**src/rtl/hp_fifo.sv**
```systemverilog
// Purpose     : host-to-parasite byte FIFO (first-word-fall-through) behind the Tube data register.
// Latency     : a byte written at edge N is on p_data right after edge N; a read shows the next entry right after that edge.
// Backpressure: a write to a full FIFO is dropped and sets h_overflow, unless a read is accepted in the same cycle.
//               A read from an empty FIFO sets p_underflow.
//
// Ports
//   p_clk, rst                           single clock; synchronous active-high reset
//   h_data, h_selectData, h_wr, h_phi2_en host write side (write request = AND of the three strobes)
//   h_flush                              one-cycle synchronous flush (same effect as reset)
//   p_selectData, p_rd, p_phi2_en        parasite read side (read request = AND of the three strobes)
//   p_data                               head byte, 8'hAA when empty
//   p_data_available, h_full, level      occupancy flags and count (0..DEPTH)
//   h_overflow, p_underflow              sticky error bits, cleared by reset or flush only
module hp_fifo #(
    parameter int DEPTH = 16,
    parameter int AW    = 4
) (
    input  logic          p_clk,
    input  logic          rst,
    input  logic [7:0]    h_data,
    input  logic          h_selectData,
    input  logic          h_wr,
    input  logic          h_phi2_en,
    input  logic          h_flush,
    input  logic          p_selectData,
    input  logic          p_rd,
    input  logic          p_phi2_en,
    output logic [7:0]    p_data,
    output logic          p_data_available,
    output logic          h_full,
    output logic [AW:0]   level,
    output logic          h_overflow,
    output logic          p_underflow
);

    localparam logic [AW:0] L_DEPTH = (AW+1)'(DEPTH);

    logic [7:0]    r_mem [DEPTH];
    logic [AW-1:0] r_wr_ptr;
    logic [AW-1:0] r_rd_ptr;
    logic [AW:0]   r_level;
    logic          r_overflow;
    logic          r_underflow;

    logic w_wr_req;
    logic w_rd_req;
    logic w_empty;
    logic w_full;
    logic w_rd_ok;
    logic w_wr_ok;
    logic w_clear;

    assign w_wr_req = h_selectData & h_wr & h_phi2_en;
    assign w_rd_req = p_selectData & p_rd & p_phi2_en;
    assign w_empty  = (r_level == '0);
    assign w_full   = (r_level == L_DEPTH);
    assign w_clear  = rst | h_flush;

    // No bypass: a read against an empty FIFO is never accepted, even if a
    // write lands in the same cycle. A read freeing a slot lets a write into a full FIFO.
    assign w_rd_ok = w_rd_req & ~w_empty;
    assign w_wr_ok = w_wr_req & (~w_full | w_rd_ok);

    // Storage has no reset; gating on w_clear keeps flushed writes out of the array.
    always_ff @(posedge p_clk) begin
        if (w_wr_ok && !w_clear) begin
            r_mem[r_wr_ptr] <= h_data;
        end
    end

    always_ff @(posedge p_clk) begin
        if (w_clear) begin
            r_wr_ptr    <= '0;
            r_rd_ptr    <= '0;
            r_level     <= '0;
            r_overflow  <= 1'b0;
            r_underflow <= 1'b0;
        end else begin
            // Pointers are AW bits wide with DEPTH a power of two, so +1 wraps naturally.
            if (w_wr_ok) begin
                r_wr_ptr <= r_wr_ptr + AW'(1);
            end
            if (w_rd_ok) begin
                r_rd_ptr <= r_rd_ptr + AW'(1);
            end
            case ({w_wr_ok, w_rd_ok})
                2'b10:   r_level <= r_level + (AW+1)'(1);
                2'b01:   r_level <= r_level - (AW+1)'(1);
                default: r_level <= r_level;
            endcase
            if (w_wr_req && !w_wr_ok) begin
                r_overflow <= 1'b1;
            end
            if (w_rd_req && w_empty) begin
                r_underflow <= 1'b1;
            end
        end
    end

    assign p_data           = w_empty ? 8'hAA : r_mem[r_rd_ptr];
    assign p_data_available = ~w_empty;
    assign h_full           = w_full;
    assign level            = r_level;
    assign h_overflow       = r_overflow;
    assign p_underflow      = r_underflow;

endmodule
```
**config.mk**
```make
export PLATFORM = sky130hd
export DESIGN_NAME = hp_fifo
export DESIGN_NICKNAME = d
export VERILOG_FILES = /design/src/rtl/hp_fifo.sv
export SDC_FILE = /design/constraint.sdc
export NUM_CORES = 1
export LEC_CHECK = 0
export BUFFER_PORTS_ARGS = -buffer_cell sky130_fd_sc_hd__buf_2
export CELL_PAD_IN_SITES_DETAIL_PLACEMENT = 0
export CELL_PAD_IN_SITES_GLOBAL_PLACEMENT = 1
export CORE_MARGIN = 3
export CORE_UTILIZATION = 25
export CTS_BUF_LIST = sky130_fd_sc_hd__clkbuf_2 sky130_fd_sc_hd__clkbuf_4 sky130_fd_sc_hd__clkbuf_8
export CTS_CLUSTER_DIAMETER = 80
export CTS_CLUSTER_SIZE = 12
export DETAILED_ROUTE_END_ITERATION = 8
export GPL_TIMING_DRIVEN = 1
export MAX_ROUTING_LAYER = met4
export PLACE_DENSITY_LB_ADDON = 0.1
export SKIP_LAST_GASP = 1
export SYNTH_ARGS = -nofsm -noshare
export SYNTH_HDL_FRONTEND = slang
export SYNTH_SLANG_ARGS = --single-unit
```
**constraint.sdc**
```tcl
create_clock -name p_clk -period 3.6 [get_ports p_clk]
set_input_delay 0.54 -clock p_clk [delete_from_list [all_inputs] [get_ports p_clk]]
set_output_delay 0.54 -clock p_clk [all_outputs]
set_load 0.01 [all_outputs]
```
# Yosys cells after proc, flatten, opt, wreduce, memory -nomap -nowiden
# Memory sizes are Yosys's and may differ from the RTL's. A register that Yosys moved wholly into a read port is not among the register bits.
# Index checks and enable logic that the tools add are counted.
dict set report word_totals {
  output_inout_bits 17
  elab_cells 36
  memories 1
  latch_bits 0
  mem_bits_rw 128
  ff_bits 15
  rom_bits 0
  in_bits 17
}
# memory words word_bits rd rd_clocked_by_memory_dff write_ports line
set mem_list {}
lappend mem_list {r_mem 16 8 1 1 1 38} ;# logic [7:0] r_mem [DEPTH];
dict set report op_classes {
  n_div 0
  n_reduce_logical 7
  add_sub_neg 4
  bitwise 10
  n_mul 0
  shift 0
  eq_ne 3
  muxes 6
  n_lt_le_gt_ge 0
}
# operator n
set op_table {}
lappend op_table {{one-hot mux 5 bit (2 select lines)} 1}
lappend op_table {{adder 4 x 1 -> 4 bit, second input constant} 2}
lappend op_table {{2-to-1 mux 4 bit} 2}
lappend op_table {{2-to-1 mux 8 bit} 1}
lappend op_table {{bitwise AND 1 bit} 6}
lappend op_table {{adder 5 x 1 -> 5 bit, second input constant} 1}
lappend op_table {{== test 5 bit, second input constant} 1}
lappend op_table {{logical NOT 5 bit} 1}
lappend op_table {{subtractor 5 x 1 -> 5 bit, second input constant} 1}
lappend op_table {{logical AND 1 bit} 3}
lappend op_table {{== test 2 x 1 -> 1 bit, second input constant} 1}
lappend op_table {{== test 2 bit, second input constant} 1}
lappend op_table {{logical NOT 1 bit} 2}
lappend op_table {{2-to-1 mux 1 bit} 2}
lappend op_table {{NOT 1 bit} 2}
lappend op_table {{bitwise OR 1 bit} 2}
lappend op_table {{nonzero test 2 bit} 1}

# Depth between registers and ports, before layout
# Gate-level depths: netlist of the first run.
dict set report depth {
  word_depth 8
  mapped_depth 11
  depth_no_buf 10
}

# Worst setup path before layout of the first run
# Ideal clock, no wire load.
dict set report synth_timing {
  path_kind {register -> register}
  from {register r_level[0], in the netlist level[0]}
  to {register r_level[4], in the netlist level[4]}
  synth_period_minus_slack_ns 2.473
  path_buffers 1
  slack_ns 1.127
  arrival_ns 2.346
  t_required_ns 3.473
  path_stages_with_launch 12
  setup_ns 0.127
  cell_sequence {dfxtp_1 or4_1 buf_6 nor2_4 inv_2 nand3_1 inv_1 ha_1 or2_2 o22a_1 o221ai_1 a31oi_1}
}
dict set report synth_between {
  elab_chain_len 7
  word_cells_on_any_way 13
  classes_between {2 x add/sub; 3 x eq/ne; 1 x mux; 5 x bitwise; 2 x reduce/logical}
}
# element line
set synth_lines {}
lappend synth_lines {{from (decl)} 41} ;# logic [AW:0] r_level;
lappend synth_lines {{from (signal assigned)} 87} ;# 2'b10: r_level <= r_level + (AW+1)'(1);
lappend synth_lines {{from (signal assigned)} 88} ;# 2'b01: r_level <= r_level - (AW+1)'(1);
lappend synth_lines {{from (signal assigned)} 89} ;# default: r_level <= r_level;
lappend synth_lines {{logical NOT 5 bit (*)} 55} ;# assign w_empty = (r_level == '0);
lappend synth_lines {{NOT 1 bit (*)} --}
lappend synth_lines {{named net p_data_available} 29} ;# output logic p_data_available,
lappend synth_lines {{bitwise AND 1 bit (*)} 61} ;# assign w_rd_ok = w_rd_req & ~w_empty;
lappend synth_lines {{bitwise OR 1 bit} 62} ;# assign w_wr_ok = w_wr_req & (~w_full | w_rd_ok);
lappend synth_lines {{bitwise AND 1 bit} 62}
lappend synth_lines {{== test 2 x 1 -> 1 bit / == test 2 bit (equally long branches)} 86} ;# case ({w_wr_ok, w_rd_ok})
lappend synth_lines {{one-hot mux 5 bit (2 select lines) / nonzero test 2 bit (equally long branches)} --}
# The timed path passes the listed nets; every way through them passes the cells marked *.
# A chain may end at the register's enable or synchronous reset.

# Final worst setup path of the first run
dict set report layout_timing {
  from {register r_level[0], in the netlist level[0]}
  to {output p_data[5]}
}
dict set report layout_between {
  elab_chain_len 2
}
# element line
set layout_lines {}
lappend layout_lines {{logical NOT 5 bit} 55}
lappend layout_lines {{2-to-1 mux 8 bit} 100} ;# assign p_data = w_empty ? 8'hAA : r_mem[r_rd_ptr];
lappend layout_lines {{to (decl)} 28} ;# output logic [7:0] p_data,
# Every way passes these cells.

==> results of run 1 <==
per-stage QoR:
step	hold slack, ns	setup WS [ns]	cells	power, W
floorplan	0.4677	1.127	335	0.001913
global placement	0.4593	0.8816	686	0.001953
CTS	0.4534	0.4264	718	0.003180
finish	0.4728	0.4727	718	0.003118
detailed placement	0.4681	0.8162	686	0.001954
global route	0.4605	0.3582	718	0.003264
worst reg2reg max path, delay by kind of cell (launching register included):
family                     cells  cell delay, ns
and+or+nand+nor                4            1.24
AOI/OAI and AO/OA              2            0.31
adders and majority gates      1            0.34
DFF                            1            0.37
buffers and inverters          2            0.18
muxes                          1            0.19
kinds of logic after synthesis:
family | Yosys count | share of synthesized area [%]
AO/OA/AOI/OAI | 31 | 3.868
XOR/XNOR | 6 | 0.8781
adder cells (fa/ha/maj) | 9 | 2.007
buffers and inverters | 22 | 1.568
flip-flops | 147 | 70.58
multiplexers | 52 | 15.41
AND/OR/NAND/NOR | 68 | 5.687
cell type report:
cell class	instances	area (um2)
clock buffers	18	241.5
clock inverters	14	128.9
fillers	2310	16050
inverters	7	26.28
multi-input cells	166	1667
flip-flops and latches	147	4225
well taps	313	391.6
repair buffers	53	327.8
placed cells by master, fill, tap and decap left out, drive strengths merged, types with 7 or more instances in the layout:
cell type / synthesis / routed
edfxtp: 128 / 128
buf: 6 / 53
mux4: 32 / 32
nor2: 29 / 29
mux2i: 19 / 19
dfxtp: 19 / 19
clkbuf: 9 / 18
inv: 7 / 11
nand2: 9 / 9
nand3: 8 / 8
ha: 8 / 8
nor3: 8 / 8
a21oi: 7 / 7
clkinv: 0 / 7
how the worst max path moves through the flow:
stage	from	end	slack (ns)	cells past startpoint
global placement	level[0]	level[4]	0.88	10
detailed placement	level[0]	level[4]	0.82	10
global route	level[0]	p_data[5]	0.36	6
CTS	level[0]	p_data[5]	0.43	6
finish	level[0]	p_data[5]	0.47	6
floorplan	level[0]	level[4]	1.13	11
power breakdown:
part / internal, W / switching, W
registers: 0.00185 / 0.00000130
clock network: 0.000561 / 0.000645
logic: 0.0000167 / 0.0000460
total: 0.00243 / 0.000692
state kept, by name (all words and copies together) (netlist names), named ones only:
signal and count:
r_rd_ptr 4, r_wr_ptr 4, p_underflow 1, r_mem 128
level 5, h_overflow 1
layer usage:
metal	share of wire, %	vias up	global-route usage (%)
met5	0	-	-
met4	0.93	0	2.698
met3	3.7	8	3.044
met2	49	60	18.17
met1	46	1587	14.65
li1	-	1447	-
==> out/summary.md, run 1 <==
Setup repair after global routing left no endpoint under its margin. Across all layers, the routed design uses 3102 vias. Dominant register cell in the synthesized netlist: edfxtp_1. The biggest fanout along the worst timing path was 6; the placeable core area was 23050 um2.

For hold timing, the worst endpoint is level[3]. On the critical path, the stage with the largest delay is an instance of or4_1. The relative area change from synthesis to final layout was 17.10%. The die covers 25830 um2. The tools report the startpoint class of the critical path as a flip-flop.

The wire length of the first global-routing pass was 20920 um. The floorplan step set the die width to 160.7 um. 0 antenna diodes ended up in the layout.

Post-CTS timing repair inserted 0 buffers for setup. The number of cells on the worst reg-to-reg path is 10. The standby leakage power is 2.205 nW. The category of the most critical setup path was reg -> out.

Number of antenna violations at the first check in global routing: 0. The worst hold path passes through 4 cells. Setup violations remaining at the end of the flow were counted as 0. The finished cells cover 7008 um2.

Final count of hold timing violations: 0. The register clock-pin slew on the reported worst setup and hold paths works out to 0.08 ns. In the synthesized netlist, the number of instances is 335. For the finished layout, the period the worst path requires is 3.127 ns. The setup check on the worst reg-to-reg path leaves a slack of 0.83 ns.

The overall routing resource usage came out at 11.41%. Reg-to-reg critical path startpoint: level[0]. In this run the most critical hold path is launched from rst.

The tools report the signal arrival time at the worst endpoint as 2.59 ns. By count the netlist is led by edfxtp_1, mux4_2, nor2_1. The worst slew margin relative to its limit is 47.64%. Yosys printed 0 warnings.

The worst setup path is captured at an output pin. Summed over all layers, the routed wires come to 13600 um. The number of gates resized after CTS was 0.

Walking the worst path, the cells encountered are or4_1 -> nor2_4 -> inv_2 -> and2_1 -> a22oi_1 -> buf_2. Count of buffers from port buffering: 33. Pin placement for this block handled 34 I/O pins. The detailed router finished its first iteration with 155 violations. In this run the biggest area consumer among cell types represents 64.23% of the synthesized area. The worst hold path belongs to the class in -> reg.

The count of state elements after synthesis is 147. The run finished with clean final reports. The run gives 0.7009 as the placer's final routability congestion estimate. Cells fill 30.40% of the core in the end.

Broken down by cell family, the worst path's largest delay share belongs to simple AND/OR/NAND/NOR gates. The count of nets left with antenna violations once routing finished came out at 0. The run gives 5984 um2 as the cell area after synthesis. The peak per-stage delay on the critical path is 0.73 ns, and the initial core utilization is 25.96%.

Row generation in the floorplan step produced 55 rows. By instance count, the leading cell after synthesis is edfxtp_1. Summed over all layers, the global routing overflow is 0. The run gives 0 as the number of buffers inserted for hold repair after clock tree synthesis. Across the run, the number of max-cap violations was 0. The net count after synthesis is 361. Detailed placement ended at an HPWL of 8923 um. The number of buffers created by CTS was 17. The pin slew with the least headroom to its limit is 0.7818 ns, and the post-synthesis average cell area is 17.86 um2.

The count of flip-flops with a built-in enable after synthesis is 128. IR analysis of the VDD net gives a maximum drop of 0.0002076 V. Summing the sequential cell areas from Yosys gives 70.58% of the chip area.

TritonCTS built the clock tree. The maximum level of the CTS H-tree was 4. For this design, the sink count on the clock tree is 147. The first detailed-routing pass took 4 iterations.

The required time at the worst-slack endpoint is 3.06 ns, and the fraction of the cycle the final worst path needs is 86.87%. The run gives 6638 um2 as the placed cell area. Cells with a size suffix above 1 make up 30.86% of the layout. For this run, the post-layout net count is 418. By area the synthesized netlist is led by edfxtp_1, mux4_2, dfxtp_1. In the final timing run, aggregate negative setup slack is 0 ns. The ratio of routed vias to standard cells came out at 4.320.

Derived from the worst setup path, the maximum achievable clock frequency is 319.8 MHz. The overall die height was 160.7 um; the maximum count of clock buffers along a single path was 2. The synthesized netlist contains 45 unique library cells. Share of flip-flops with an asynchronous set or reset after synthesis: 0%. Power density over the cells: 445.0 nW/um2. Cell accounting for the most synthesized area: edfxtp_1. The wire length per cell was 18.94 um.

The tools report the capturing point of the worst reg2reg path as level[4]. Across the routed clock network, the largest skew measured is 0.01100 ns. The number of global-route vias before repair is 3367, and the number of pins with negative max-slew slack in the final report is 0. The number of buffers and inverters on the critical path is 2.

For the later-pin clock latency in the skew report, the log shows 0.43 ns. Entering global routing, the biggest net connects 33 pins. In this run the clock root is driven by a clkbuf_8.

After detailed routing, the number of remaining DRC violations is 0.
Power figures use the tool's default switching activity.
==> inputs of run 2 (changes only) <==
--- a/config.mk
+++ b/config.mk
@@ -5,6 +5,7 @@
 export SDC_FILE = /design/constraint.sdc
 export NUM_CORES = 1
 export LEC_CHECK = 0
+export ABC_AREA = 1
 export BUFFER_PORTS_ARGS = -buffer_cell sky130_fd_sc_hd__buf_2
 export CELL_PAD_IN_SITES_DETAIL_PLACEMENT = 0
 export CELL_PAD_IN_SITES_GLOBAL_PLACEMENT = 1
==> run 2 against run 1 <==
  * Sequential power about the same
  * Utilization down 0.54 points
  * Clock-buffer cell count up 3
  * Global-route usage up 1.8 points
  * Sequential share of layout area down 1.1 points
  * Critical path depth up 2
==> out/summary.md, run 2 <==
The required time at the worst-slack endpoint was 3.06 ns (about the same). The signal arrival time at the worst endpoint was 2.23 ns (-0.36 ns). The run gives 1.167 ns (+0.3509 ns) as the pre-CTS setup slack. Most common cell after layout, fill and taps aside: edfxtp_1.

The run gives 360.4 MHz (+13%) as the maximum clock frequency. The initial core utilization is 25.91% (-0.053 points). TritonCTS built the clock tree. The setup path with the least slack is of type reg -> out. On the critical path the largest part of the delay comes from buffers and inverters. Clock period minus worst slack: 2.775 ns (-0.3524 ns). The number of pins with negative max-slew slack in the final report is 0 (unchanged), and the total wirelength of the detailed-routed design is 16330 um (+20%). The run gives 539 (+61%) as the number of instances in the synthesized netlist.

The number of global-route vias before repair was 4171 (+24%); the overall routing resource usage was 13.23% (+1.8 points). The least setup slack across all paths after layout came out at 0.8251 ns (+0.3524 ns). The count of TritonRoute iterations in the first routing pass came out at 4 (unchanged).

The run finished with clean final reports. The most used flip-flop cell after synthesis is edfxtp_1. Number of violations reported at the end of detailed-routing iteration 0: 249 (+61%). The post-route DRC violation count is 0 (unchanged), and the share of flip-flops with an asynchronous set or reset after synthesis is 0% (unchanged). The top-area cell type share of the netlist area was 62.10% (-2.1 points). The buffer cell driving the clock tree root is clkbuf_8. Setup repair after global routing left no endpoint under its margin.

The post-layout total power was 0.003299 W (+5.8%); the final standard cell utilization of the core was 29.85% (-0.54 points). The biggest fanout along the worst timing path is 64 (+58). The library cells used most frequently in the layout, excluding fill and tap cells, are edfxtp_1, nand2_1, nor2_1, nand3_1, o21ai_0. The standby leakage power was 2.536 nW (+15%).

The number of buffer and inverter instances along the worst setup path works out to 2 (unchanged). Relative area change from synthesis to final layout: 15.24%. The logs give 1.49 ns (+0.66 ns) for the setup slack on the worst flop-to-flop path and 0 (unchanged) for the number of warnings reported in the yosys synthesis log. The post-synthesis average cell area works out to 11.48 um2 (-36%). The post-layout instance count excluding filler cells is 915 (+27%).

The aggregate negative setup slack is 0 ns (unchanged). The peak supply drop was 0.0002037 V (-1.9%); the clock tree skew after final layout was 0.01795 ns (+0.006953 ns). Placer's final routability congestion estimate: 0.7463 (+6.5%). Among all cell types in the netlist, the one instantiated most often is edfxtp_1. Placeable core area: 23890 um2 (+3.6%). The maximum level of the CTS H-tree was 4 (unchanged); the fraction of the cycle the final worst path needs was 77.08% (-9.8 points).

Ranked by instance count, the synthesized netlist is headed by edfxtp_1, nand2_1, nor2_1. The path depth of the worst reg2reg path works out to 11 (+1). The ratio of routed vias to standard cells was 4.384 (+1.5%). Capturing point of the worst reg2reg path: level[4]. The layout net count came out at 609 (+46%). The peak per-stage delay on the critical path is 0.51 ns (-0.22 ns). The run gives 56 (+1.8%) as the count of standard-cell rows. The number of antenna violations at the first check in global routing was 0 (unchanged). The wire length per cell works out to 17.85 um (-5.8%).

The synthesized design spends more area on one cell type than any other, namely edfxtp_1. The total instance count after detailed placement is 883 (+29%). The type of destination of the critical path was an output pin. The count of flip-flops with a built-in enable after synthesis is 128 (unchanged). The count of unique library cells instantiated by Yosys is 30 (-33%), and the cell area after synthesis is 6190 um2 (+3.4%). In this design, the critical path's most frequently occurring cell is nand2_1. The logs give 25330 um (+21%) for the wire length of the first global-routing pass and 0 (unchanged) for the number of max-capacitance violations reported. The logs give 0 (unchanged) for the number of setup buffers added after CTS and 31.34% (-16 points) for the worst slew margin relative to its limit. The flip-flop count of the largest register, all copies and words added was 128 (unchanged). Largest register by flop count: r_mem.

Count of clock tree sinks: 147 (unchanged). The net count after synthesis is 565 (+57%), and the final count of hold timing violations is 0 (unchanged). The maximum count of clock buffers along a single path was 2 (unchanged); the area of the multi-input gates was 1722 um2 (+3.3%). The worst setup path is launched from a flip-flop. The path class of the tightest hold or removal check is reg -> reg. The detailed-route via count came out at 4011 (+29%). The tools report the I/O pin count as 34 (unchanged). Later-pin clock latency in the skew report: 0.44 ns (about the same).

The number of nets still failing antenna checks after routing was 0 (unchanged); the number of buffers created by CTS was 17 (unchanged). The instance count on the critical path is 8 (+2), and the total setup violations reported at the end of the flow is 0 (unchanged). Die outline width: 163.4 um (+1.6%). The critical path ends at p_data[6].

Count of buffers from port buffering: 33 (unchanged). By area the synthesized netlist is led by edfxtp_1, dfxtp_1, nand3_1. The count of state elements after synthesis works out to 147 (unchanged). The power density over the cells was 462.5 nW/um2 (+3.9%); the die outline area was 26680 um2 (+3.3%). The run gives 0 (unchanged) as the number of antenna diodes.

Walking the worst path, the cells encountered are inv_4 -> nand2_1 -> nand3_1 -> nand3_1 -> nand2_1 -> nand2_1 -> a21oi_1 -> buf_2. Post-cts gate resize count: 0 (unchanged). The share of final-layout standard cells stronger than drive strength 1 is 16.44% (-14 points). Critical-path cell with the highest stage delay: inv_4. The tools report the register cell area after layout as 4225 um2 (unchanged). The pin slew with the least headroom to its limit is 1.026 ns (+0.2443 ns), and the half-perimeter wire length after detailed placement is 10350 um (+16%). The largest net degree at the start of global routing came out at 65 (+97%). The overall die height is 163.4 um (+1.6%).

The logs give 68.24% (-2.3 points) for the register area share after synthesis and 0 (unchanged) for the number of buffers inserted for hold repair after clock tree synthesis. The overflow left after global routing was 0 (unchanged); the number of fillers in the final layout was 2496 (+8.1%). The worst register-to-register path begins at level[0].

The register clock-pin slew on the reported worst setup and hold paths was 0.09 ns (about the same).
-- run 2: cell families after synthesis --
group	Yosys count	synth area share [%]
AND/OR/NAND/NOR	255	18.29
flip-flops	147	68.24
AO/OA/AOI/OAI	75	7.015
buffers and inverters	49	3.942
adder cells (fa/ha/maj)	9	1.941
XOR/XNOR	4	0.5661
-- run 2: power by group --
part	total [W]	internal, W	switching [W]	leakage, nW
registers	0.00185	0.00185	0.00000342	1.30
logic	0.000102	0.0000280	0.0000741	1.02
clock network	0.00134	0.000722	0.000621	0.214
total	0.00330	0.00260	0.000699	2.54
-- run 2: through the flow --
step / cell area, um2 / hold WS, ns
finish: 7133 / 0.4802
global route: 7133 / 0.4624
CTS: 7133 / 0.4646
detailed placement: 6728 / 0.4560
global placement: 6728 / 0.4702
floorplan: 6190 / 0.4468
-- run 2: how the worst min path moves through the flow --
stage                     start     endpoint  slack, ns  cells after the start
CTS                   h_data[7]  r_mem[7][7]       0.46                      1
global route          h_data[1]  r_mem[4][1]       0.46                      1
floorplan           r_rd_ptr[2]    flip-flop       0.45                      2
global placement    r_rd_ptr[2]  r_rd_ptr[2]       0.47                      2
detailed placement  p_underflow  p_underflow       0.46                      2
finish              p_underflow  p_underflow       0.48                      2
-- run 2: per-layer routing --
| layer | wire, um | part of all wire (%) | track usage [%] |
|---|---|---|---|
| met1 | 7750 | 47 | 17.13 |
| met2 | 7872 | 48 | 21.05 |
| met4 | 155 | 0.95 | 3.576 |
| met5 | 0 | 0 | - |
| met3 | 555 | 3.4 | 2.942 |
-- run 2: layout make-up --
cell class | count | area share (%)
clock buffer | 21 | 3.789
clock inverter | 11 | 1.894
inverter | 25 | 1.351
multi-input combinational | 343 | 24.14
sequential | 147 | 59.24
tap | 319 | 5.596
timing repair buffer | 49 | 3.999
-- run 2: worst register-to-register path, stage by stage, from the launching register on --
cell     delay, ns
dfxtp_1       0.38
nor2_4        0.19
nand3_4       0.19
nand3_2       0.17
inv_1         0.09
ha_1          0.35
inv_1         0.05
o21ai_0       0.20
a21o_1        0.14
nand2_1       0.07
a21oi_1       0.13
nor2_1        0.06
